### src/rtl/pipe_stage_reg.sv
// rtl/pipe_stage_reg.sv - pipeline stage register with valid/ready handshake and 2-entry skid buffer
//
// Purpose:
//   One reusable inter-stage latch. A main register drives the outputs. A skid
//   register catches the single entry that can arrive after downstream stalls,
//   because in_ready was already granted from a flop. The control field is
//   forced to zero whenever the stage holds no valid entry. A bubble or a
//   flushed stage therefore never issues a write downstream.
//
// Optional feature macro: PIPE_STAGE_PERF_EN
//   When defined, adds the stall_cnt port. stall_cnt is a saturating 16-bit
//   count of cycles with out_valid && !out_ready. It clears only on reset.
//
// Ports:
//   clk        rising-edge clock
//   rst        asynchronous active-low reset
//   in_valid   upstream holds a valid entry
//   in_ready   stage can accept an entry (registered, no path from out_ready)
//   in_ctrl    control field              (CTRL_W)
//   in_data    data payload               (DATA_W)
//   in_tag     destination tag            (TAG_W)
//   flush      synchronous kill of all held entries
//   out_valid  stage holds a valid entry
//   out_ready  downstream accepts this cycle
//   out_ctrl   control field, zero when out_valid is low
//   out_data   payload (stale when invalid)
//   out_tag    tag (stale when invalid)
//   stall_cnt  back-pressured cycle count (PIPE_STAGE_PERF_EN only)

module pipe_stage_reg #(
    parameter int CTRL_W = 4,
    parameter int DATA_W = 64,
    parameter int TAG_W  = 5
) (
    input  logic              clk,
    input  logic              rst,
    input  logic              in_valid,
    output logic              in_ready,
    input  logic [CTRL_W-1:0] in_ctrl,
    input  logic [DATA_W-1:0] in_data,
    input  logic [TAG_W-1:0]  in_tag,
    input  logic              flush,
    output logic              out_valid,
    input  logic              out_ready,
    output logic [CTRL_W-1:0] out_ctrl,
    output logic [DATA_W-1:0] out_data,
    output logic [TAG_W-1:0]  out_tag
`ifdef PIPE_STAGE_PERF_EN
    ,
    output logic [15:0]       stall_cnt
`endif
);

    // EMPTY: nothing held; ONE: main valid; FULL: main and skid valid.
    typedef enum logic [1:0] {
        EMPTY = 2'd0,
        ONE   = 2'd1,
        FULL  = 2'd2
    } state_t;

    state_t state;
    state_t state_nxt;

    logic [CTRL_W-1:0] main_ctrl;
    logic [DATA_W-1:0] main_data;
    logic [TAG_W-1:0]  main_tag;
    logic [CTRL_W-1:0] skid_ctrl;
    logic [DATA_W-1:0] skid_data;
    logic [TAG_W-1:0]  skid_tag;

    logic main_valid;
    logic skid_valid;
    logic in_fire;
    logic out_fire;

    logic load_main_in;
    logic load_main_skid;
    logic load_skid;

    // Both valids decode directly from the state flop. in_ready therefore
    // depends only on registered state.
    assign main_valid = (state != EMPTY);
    assign skid_valid = (state == FULL);
    assign in_ready   = !skid_valid;
    assign out_valid  = main_valid;

    assign in_fire  = in_valid && in_ready;
    assign out_fire = out_valid && out_ready;

    assign out_ctrl = main_ctrl & {CTRL_W{out_valid}};
    assign out_data = main_data;
    assign out_tag  = main_tag;

    always_comb begin
        state_nxt      = state;
        load_main_in   = 1'b0;
        load_main_skid = 1'b0;
        load_skid      = 1'b0;
        if (flush) begin
            // Any same-cycle input is dropped. A same-cycle output fire has
            // already been taken by downstream, so clearing is still correct.
            state_nxt = EMPTY;
        end else begin
            case (state)
                EMPTY: begin
                    if (in_fire) begin
                        state_nxt    = ONE;
                        load_main_in = 1'b1;
                    end
                end
                ONE: begin
                    if (in_fire && out_fire) begin
                        load_main_in = 1'b1;
                    end else if (in_fire) begin
                        state_nxt = FULL;
                        load_skid = 1'b1;
                    end else if (out_fire) begin
                        state_nxt = EMPTY;
                    end
                end
                FULL: begin
                    // in_ready is low here, so only the skid entry moves forward.
                    if (out_fire) begin
                        state_nxt      = ONE;
                        load_main_skid = 1'b1;
                    end
                end
                default: begin
                    state_nxt = EMPTY;
                end
            endcase
        end
    end

    always_ff @(posedge clk or negedge rst) begin
        if (!rst) begin
            state <= EMPTY;
        end else begin
            state <= state_nxt;
        end
    end

    always_ff @(posedge clk or negedge rst) begin
        if (!rst) begin
            main_ctrl <= '0;
            main_data <= '0;
            main_tag  <= '0;
        end else if (load_main_in) begin
            main_ctrl <= in_ctrl;
            main_data <= in_data;
            main_tag  <= in_tag;
        end else if (load_main_skid) begin
            main_ctrl <= skid_ctrl;
            main_data <= skid_data;
            main_tag  <= skid_tag;
        end
    end

    always_ff @(posedge clk or negedge rst) begin
        if (!rst) begin
            skid_ctrl <= '0;
            skid_data <= '0;
            skid_tag  <= '0;
        end else if (load_skid) begin
            skid_ctrl <= in_ctrl;
            skid_data <= in_data;
            skid_tag  <= in_tag;
        end
    end

`ifdef PIPE_STAGE_PERF_EN
    // Saturating stall counter. flush does not clear it.
    always_ff @(posedge clk or negedge rst) begin
        if (!rst) begin
            stall_cnt <= '0;
        end else if (out_valid && !out_ready && (stall_cnt != 16'hFFFF)) begin
            stall_cnt <= stall_cnt + 16'd1;
        end
    end
`endif

endmodule

### config.mk
export PLATFORM = sky130hd
export DESIGN_NAME = pipe_stage_reg
export DESIGN_NICKNAME = d
export VERILOG_FILES = /design/src/rtl/pipe_stage_reg.sv
export SDC_FILE = /design/constraint.sdc
export NUM_CORES = 1
export LEC_CHECK = 0
export ABC_AREA = 1
export CORE_MARGIN = 2
export CORE_UTILIZATION = 45
export CTS_CLUSTER_SIZE = 30
export DETAILED_ROUTE_END_ITERATION = 12
export MAX_ROUTING_LAYER = met4
export PLACE_DENSITY = 0.76
export SYNTH_ARGS = -nofsm -noshare
export SYNTH_HDL_FRONTEND = slang
export SYNTH_SLANG_ARGS = --single-unit
export TNS_END_PERCENT = 50
### constraint.sdc
create_clock -name clk -period 1.34 [get_ports clk]
set_clock_uncertainty 0.1 [all_clocks]
set_input_delay 0.268 -clock clk [delete_from_list [all_inputs] [get_ports clk]]
set_output_delay 0.268 -clock clk [all_outputs]
set_load 0.02 [all_outputs]
==> impl_metrics.csv, run 1 <==
group,metric,value,unit
yosys,synth_cell_type_count,22,
cts,path_clk_slew,0.06,ns
power_and_ir_drop,pwr_density_cell,1580,nW/µm²
cts,clk_latency,0.42,ns
cts,cts-root-buf,"clkbuf_16",
sta,fin_ws,-0.353,ns
floorplanning,die_w,124,µm
yosys,synth_common_cells,"nand2_1 (151), dfrtp_1 (148), inv_1 (82)",
drt,post_drt_via_cell_ratio,5.47,
floorplanning,start_util,46.4,%
yosys,synth_nets,747,
floorplanning,die-height,124,µm
critical_path,crit_required,1.56,ns
job,cap_violations,0,
power_and_ir_drop,clkPwrFrac,29.9,%
placement,dp_worst_setup_slack,-0.500,ns
sta,holdWs,0.212,ns
cells_and_area,nets,973,
drt,routed_wl,21.1,mm
sta,finalSetupViolations,169,
global_route,globalRoute.totalOverflow,0,
yosys,synth_area,6460,µm²
floorplanning,die_area,15300,µm²
power_and_ir_drop,peakVddDrop,0.984,mV
power_and_ir_drop,switchingPower,0.00505,W
sta,hold_viol,0,
power_and_ir_drop,seqPwrFrac,41.6,%
critical_path,path_class,"reg -> reg",
yosys,synth_top_cell_by_area,"dfrtp_1",
yosys,ys.flop_type,"dfrtp_1",
placement,hpwl,10.8,mm
yosys,async_flop_share,100,%
cells_and_area,area_growth,58.2,%
power_and_ir_drop,p_int,0.0111,W
yosys,netlist.area_leader.share,57.3,%
drt,route.detailed.wl_per_inst,19.4,µm
global_route,grt_pass1_wl,27.2,mm
power_and_ir_drop,power,0.0162,W
worst_hold_path,hold_path.class,"in -> async",
yosys,synth_edf_count,0,
drt,dr.first_iter.drc_count,432,
yosys,synth_seq_cells,148,
critical_path,critPathLaunchType,"flip-flop",
sta,drv_slew,0,
cts,cts_tree,"done",
global_route,grt_pass1_vias,5498,
yosys,synth_area_leaders,"dfrtp_1 (57%), nand2_1 (8.8%), o211ai_2 (6.2%), nand3_1 (6.0%), inv_1 (4.8%)",
sta,tightest_slew,0.350,ns
cts,clock-sinks,148,
yosys,synth-seq-area-share,57.3,%
drt,drc,0,
cells_and_area,final_layout_size_suffix_gt1_share,36.1,%
status,failed_checks,"setup timing",
sta,min_period,1.69,ns
global_route,grt_max_degree,54,
sta,grt_setup_unrepaired,"true",
sta,relSlewSlack,76.7,%
power_and_ir_drop,combPwrFrac,28.5,%
yosys,yosysMostFrequentCell,"nand2_1",
yosys,syn_area_per_cell,9.66,µm²
critical_path,crit_path_end_kind,"flip-flop",
critical_path,cp_max_fo,5,
yosys,synthCells,669,
floorplanning,design.core.area,13900,µm²
cts,numCtsBuffers,17,
placement,portBuffers,152,
placement,gp_congestion,0.788,
sta,tns,-44.13,ns
drt,ant_nets,0,
critical_path,arrival,1.91,ns
cts,clock_path_buffers,2,
floorplanning,fp-row-count,43,
power_and_ir_drop,power_leakage,4.95,nW
cells_and_area,final_area,10200,µm²
sta,fmax,0.591,GHz
yosys,yosysWarnings,0,
global_route,antenna_found_initial,0,
global_route,grt_usage,24.0,%
drt,via_count,5949,
floorplanning,num_io_pins,153,
drt,dr.pass1.iters,5,
cells_and_area,antenna_cells,0,
sta,period_share,126,%
status,status,"finished, violations left",
placement,place_area,8360,µm²
cts,cts-htree-levels,4,
power_and_ir_drop,swShare,31.2,%
-- cell usage in the layout (no fill, tap or decap), drive strengths merged --
| cell type | netlist | final |
|---|---|---|
| buf | 43 | 157 |
| nand2 | 152 | 152 |
| dfrtp | 148 | 148 |
| inv | 84 | 85 |
| nand3 | 79 | 80 |
| clkdlybuf4s50 | 0 | 76 |
| o211ai | 73 | 73 |
| o21ai | 71 | 71 |
| clkbuf | 3 | 38 |
| nor2 | 10 | 10 |
| clkinv | 1 | 8 |
| nand4 | 3 | 3 |
| bufinv | 0 | 3 |
| a21oi | 2 | 2 |
| clkinvlp | 0 | 1 |
| dlygate4sd3 | 0 | 1 |
-- path summary, 6_finish.rpt --
check                                                from  cells past startpoint                        end  slack (ns)
min in group clk                              in_data[25]                      3  skid_data[25]$_DFFE_PN0P_        0.30
worst max-delay path                 state[1]$_DFFE_PN0P_                      8  skid_data[50]$_DFFE_PN0P_       -0.35
max in group asynchronous                             rst                      3       state[0]$_DFFE_PN0P_        0.39
worst min register to register  skid_data[51]$_DFFE_PN0P_                      2  skid_data[51]$_DFFE_PN0P_        0.39
worst min-delay path                                  rst                      2   skid_ctrl[1]$_DFFE_PN0P_        0.21
worst max register to register       state[1]$_DFFE_PN0P_                      8  skid_data[50]$_DFFE_PN0P_       -0.35
-- flip-flops by register name, summed over array words and instances (netlist names) --
name,cells
skid_tag,5
out_tag,5
skid_data,64
state,2
main_ctrl,4
skid_ctrl,4
out_data,64
-- power groups by stage --
stage | Sequential [W] | Combinational, W | Clock [W]
3_5_place_dp | 0.00657 | 0.00390 | 0
4_1_cts | 0.00656 | 0.00410 | 0.00484
5_1_grt | 0.00684 | 0.00498 | 0.00507
6_report | 0.00672 | 0.00461 | 0.00483
3_3_place_gp | 0.00651 | 0.00375 | 0
2_1_floorplan | 0.00696 | 0.00158 | 0
-- worst max-delay path, stage by stage, from the launching register on --
cell	delay (ns)
dfrtp_2	0.44
buf_6	0.13
buf_6	0.12
nor2_4	0.15
buf_4	0.14
nand3_4	0.15
clkbuf_16	0.21
nand2_1	0.08
o21ai_2	0.05
-- cells by family after synthesis --
family                 after synthesis  synth area share [%]
AOI/OAI and AO/OA                  146                  17.2
DFF                                148                  57.3
and+or+nand+nor                    244                  16.2
buffers and inverters              131                  9.29
-- timing repair --
item | 4_1_cts | 5_1_grt
pin swaps | 4 | 4
hold buffers | 1 | 0
gates resized for setup | 415 | 125
buffers inserted | 23 | 10
setup endpoints to repair | 223 | 222
gates cloned | 3 | 31
hold endpoints to repair | 148 | 0
-- stage by stage --
stage               utilization (%)  instances
floorplan                         -        669
global placement               60.0        993
detailed placement             60.0        993
CTS                            66.2       1052
global route                   73.4       1088
finish                         73.4       1088
-- metal layers --
layer  vias up  GRT usage, %  wire (µm)
met5         -             -          0
met4         0          7.95        564
met3        49          4.85       1430
met2       271          39.1      11000
met1      2944          30.0       8160
li1       2685             -          -
-- cell type report --
type | count | area (µm²)
repair buffers | 251 | 2890
clock inverters | 11 | 133
well taps | 180 | 225
multi-input cells | 391 | 2460
fillers | 956 | 3710
inverters | 85 | 332
clock buffers | 21 | 460
flip-flops and latches | 148 | 3710
repair inverters | 1 | 8.76
(Power assumes the default switching activity.)
==> run 2: changes to the inputs <==
Settings changed: PLACE_DENSITY 0.76 to 0.75.
==> impl_metrics.csv, run 2 (same netlist as run 1, synthesis figures left out) <==
group,metric,value,unit
power_and_ir_drop,pwr_density_cell,1570,nW/µm²
critical_path,cpMaxStageDelayCell,"dfrtp_1",
cells_and_area,finalNonFillerCells,1068,
power_and_ir_drop,swShare,32.8,%
global_route,grt_util_met3,5.36,%
worst_hold_path,hold_path.class,"in -> async",
global_route,grt_util_met2,37.5,%
cells_and_area,final_cell_mix,"dfrtp_1 (148), nand2_1 (101), inv_1 (80), clkdlybuf4s50_1 (76), buf_6 (64)",
drt,routed_wl,21.8,mm
global_route,top_usage_layer,"met2",
floorplanning,fp-row-count,43,
cts,clock-sinks,148,
power_and_ir_drop,p_int,0.0107,W
placement,place_area,8300,µm²
cts,numCtsBuffers,17,
drt,ant_nets,0,
floorplanning,num_io_pins,153,
placement,portBuffers,152,
power_and_ir_drop,clkPwrFrac,29.9,%
critical_path,crit_required,1.53,ns
critical_path,crit_path_end_kind,"flip-flop",
status,failed_checks,"setup timing",
drt,via_count,6030,
sta,min_period,1.65,ns
critical_path,critPathLaunchType,"flip-flop",
sta,tns,-37.68,ns
critical_path,cp_slowest_stage_delay,0.42,ns
drt,post_drt_via_cell_ratio,5.65,
critical_path,arrival,1.85,ns
status,status,"finished, violations left",
placement,place_inst,980,
cells_and_area,final_layout_size_suffix_gt1_share,35.2,%
placement,hpwl,10.6,mm
global_route,globalRoute.totalOverflow,0,
sta,holdWs,0.187,ns
power_and_ir_drop,peakVddDrop,1.07,mV
global_route,grt_usage,23.3,%
floorplanning,die_w,124,µm
critical_path,r2r_cells,7,
sta,relSlewSlack,80.8,%
sta,hold_viol,0,
global_route,grtUsageMet1,29.1,%
drt,drc,0,
cts,path_clk_slew,0.06,ns
sta,drv_slew,0,
power_and_ir_drop,seqPwrFrac,42.8,%
critical_path,path_class,"reg -> reg",
global_route,antenna_found_initial,0,
cts,cts-htree-levels,4,
cells_and_area,final_common_cell,"dfrtp_1",
global_route,grt_max_degree,65,
placement,gp_congestion,0.811,
cells_and_area,area_growth,56.4,%
floorplanning,die-height,124,µm
sta,fmax,0.605,GHz
floorplanning,die_area,15300,µm²
critical_path,worstReg2RegStart,"state[0]$_DFFE_PN0P_",
critical_path,path_cells,"buf_6 > nor2_4 > nand3_4 > buf_12 > clkbuf_16 > nand3_1 > o211ai_1",
cts,cts-root-buf,"clkbuf_16",
power_and_ir_drop,power_leakage,4.98,nW
cts,cts_tree,"done",
critical_path,reg2reg_to,"out_data[13]$_DFFE_PN0P_",
drt,route.detailed.wl_per_inst,20.5,µm
cells_and_area,antenna_cells,0,
cts,clk_latency,0.42,ns
power_and_ir_drop,combPwrFrac,27.3,%
sta,grt_setup_unrepaired,"true",
sta,finalSetupViolations,172,
cells_and_area,final_area,10100,µm²
drt,dr.pass1.iters,5,
cells_and_area,fin_util,72.5,%
cts,clock_path_buffers,2,
cells_and_area,nets,953,
floorplanning,start_util,46.4,%
global_route,grt_pass1_vias,5483,
sta,fin_ws,-0.312,ns
critical_path,critPathTopFamily,"buffers and inverters",
floorplanning,design.core.area,13900,µm²
power_and_ir_drop,switchingPower,0.00521,W
critical_path,cp_max_fo,8,
drt,dr.first_iter.drc_count,597,
global_route,grt_pass1_wl,26.6,mm
critical_path,r2r_setup_slack,-0.31,ns
critical_path,crit_buf_inv,3,
job,cap_violations,0,
sta,period_share,123,%
sta,tightest_slew,0.288,ns
[run 2: cell count changes in the layout (fill, tap and decap cells not counted), sizes merged]
cell	change
buf	-18
clkinv	-1
clkinvlp	+3
bufinv	-1
nand3	-1
inv	+3
clkbuf	-7
bufbuf	+2
[run 2: layout make-up]
class                           instances  area [µm²]
Multi-Input combinational cell        390        2460
Tap cell                              180         225
Clock buffer                           17         425
Inverter                               85         349
Timing Repair Buffer                  232        2780
Timing Repair inverter                  1        11.3
Clock inverter                         15         154
Sequential cell                       148        3700
Fill cell                             953        3830
[run 2: worst register-to-register path: stages (launching register included)]
cell and delay [ns]:
dfrtp_1 0.42, buf_6 0.16, nor2_4 0.12, nand3_4 0.13, buf_12 0.19, clkbuf_16 0.19, nand3_1 0.12, o211ai_1 0.09
[run 2: metal layers]
metal / vias to the layer above / part of all wire [%]
met1: 2978 / 39
met5: - / 0
met4: 0 / 2.7
met2: 344 / 50
met3: 59 / 7.5
li1: 2649 / -
[run 2: how the worst max path moves through the flow]
stage	start	to	slack, ns	cells past startpoint
after floorplan	state[0]$_DFFE_PN0P_	out_data[0]$_DFFE_PN0P_	-0.002	6
after global placement	in_valid	out_data[52]$_DFFE_PN0P_	-0.43	7
after detailed placement	in_valid	out_data[54]$_DFFE_PN0P_	-0.49	7
after CTS	state[1]$_DFFE_PN0P_	out_ctrl[3]	-0.26	3
after global routing	state[1]$_DFFE_PN0P_	skid_data[60]$_DFFE_PN0P_	-0.38	7
final	state[0]$_DFFE_PN0P_	out_data[13]$_DFFE_PN0P_	-0.31	7
[run 2: per-stage QoR]
stage               power, W  setup slack [ns]
finish                0.0159            -0.312
global route          0.0165            -0.377
CTS                   0.0153            -0.260
detailed placement    0.0104            -0.494
global placement      0.0102            -0.431
floorplan            0.00854          -0.00214
[run 2: power groups by stage]
stage	sequential [W]	clock (W)	combinational, W
after detailed placement	0.00657	0	0.00385
after global placement	0.00650	0	0.00369
after global routing	0.00689	0.00495	0.00469
after floorplan	0.00696	0	0.00158
after CTS	0.00656	0.00474	0.00401
final	0.00679	0.00475	0.00434
[run 2: timing repair]
item / 4_1_cts / 5_1_grt
buffers inserted: 20 / 5
pin swaps: 3 / 24
endpoints found under the setup margin: 223 / 221
endpoints found under the hold margin: 148 / 0
resized for setup: 403 / 128
cloned: 3 / 27
hold buffers: 1 / 0
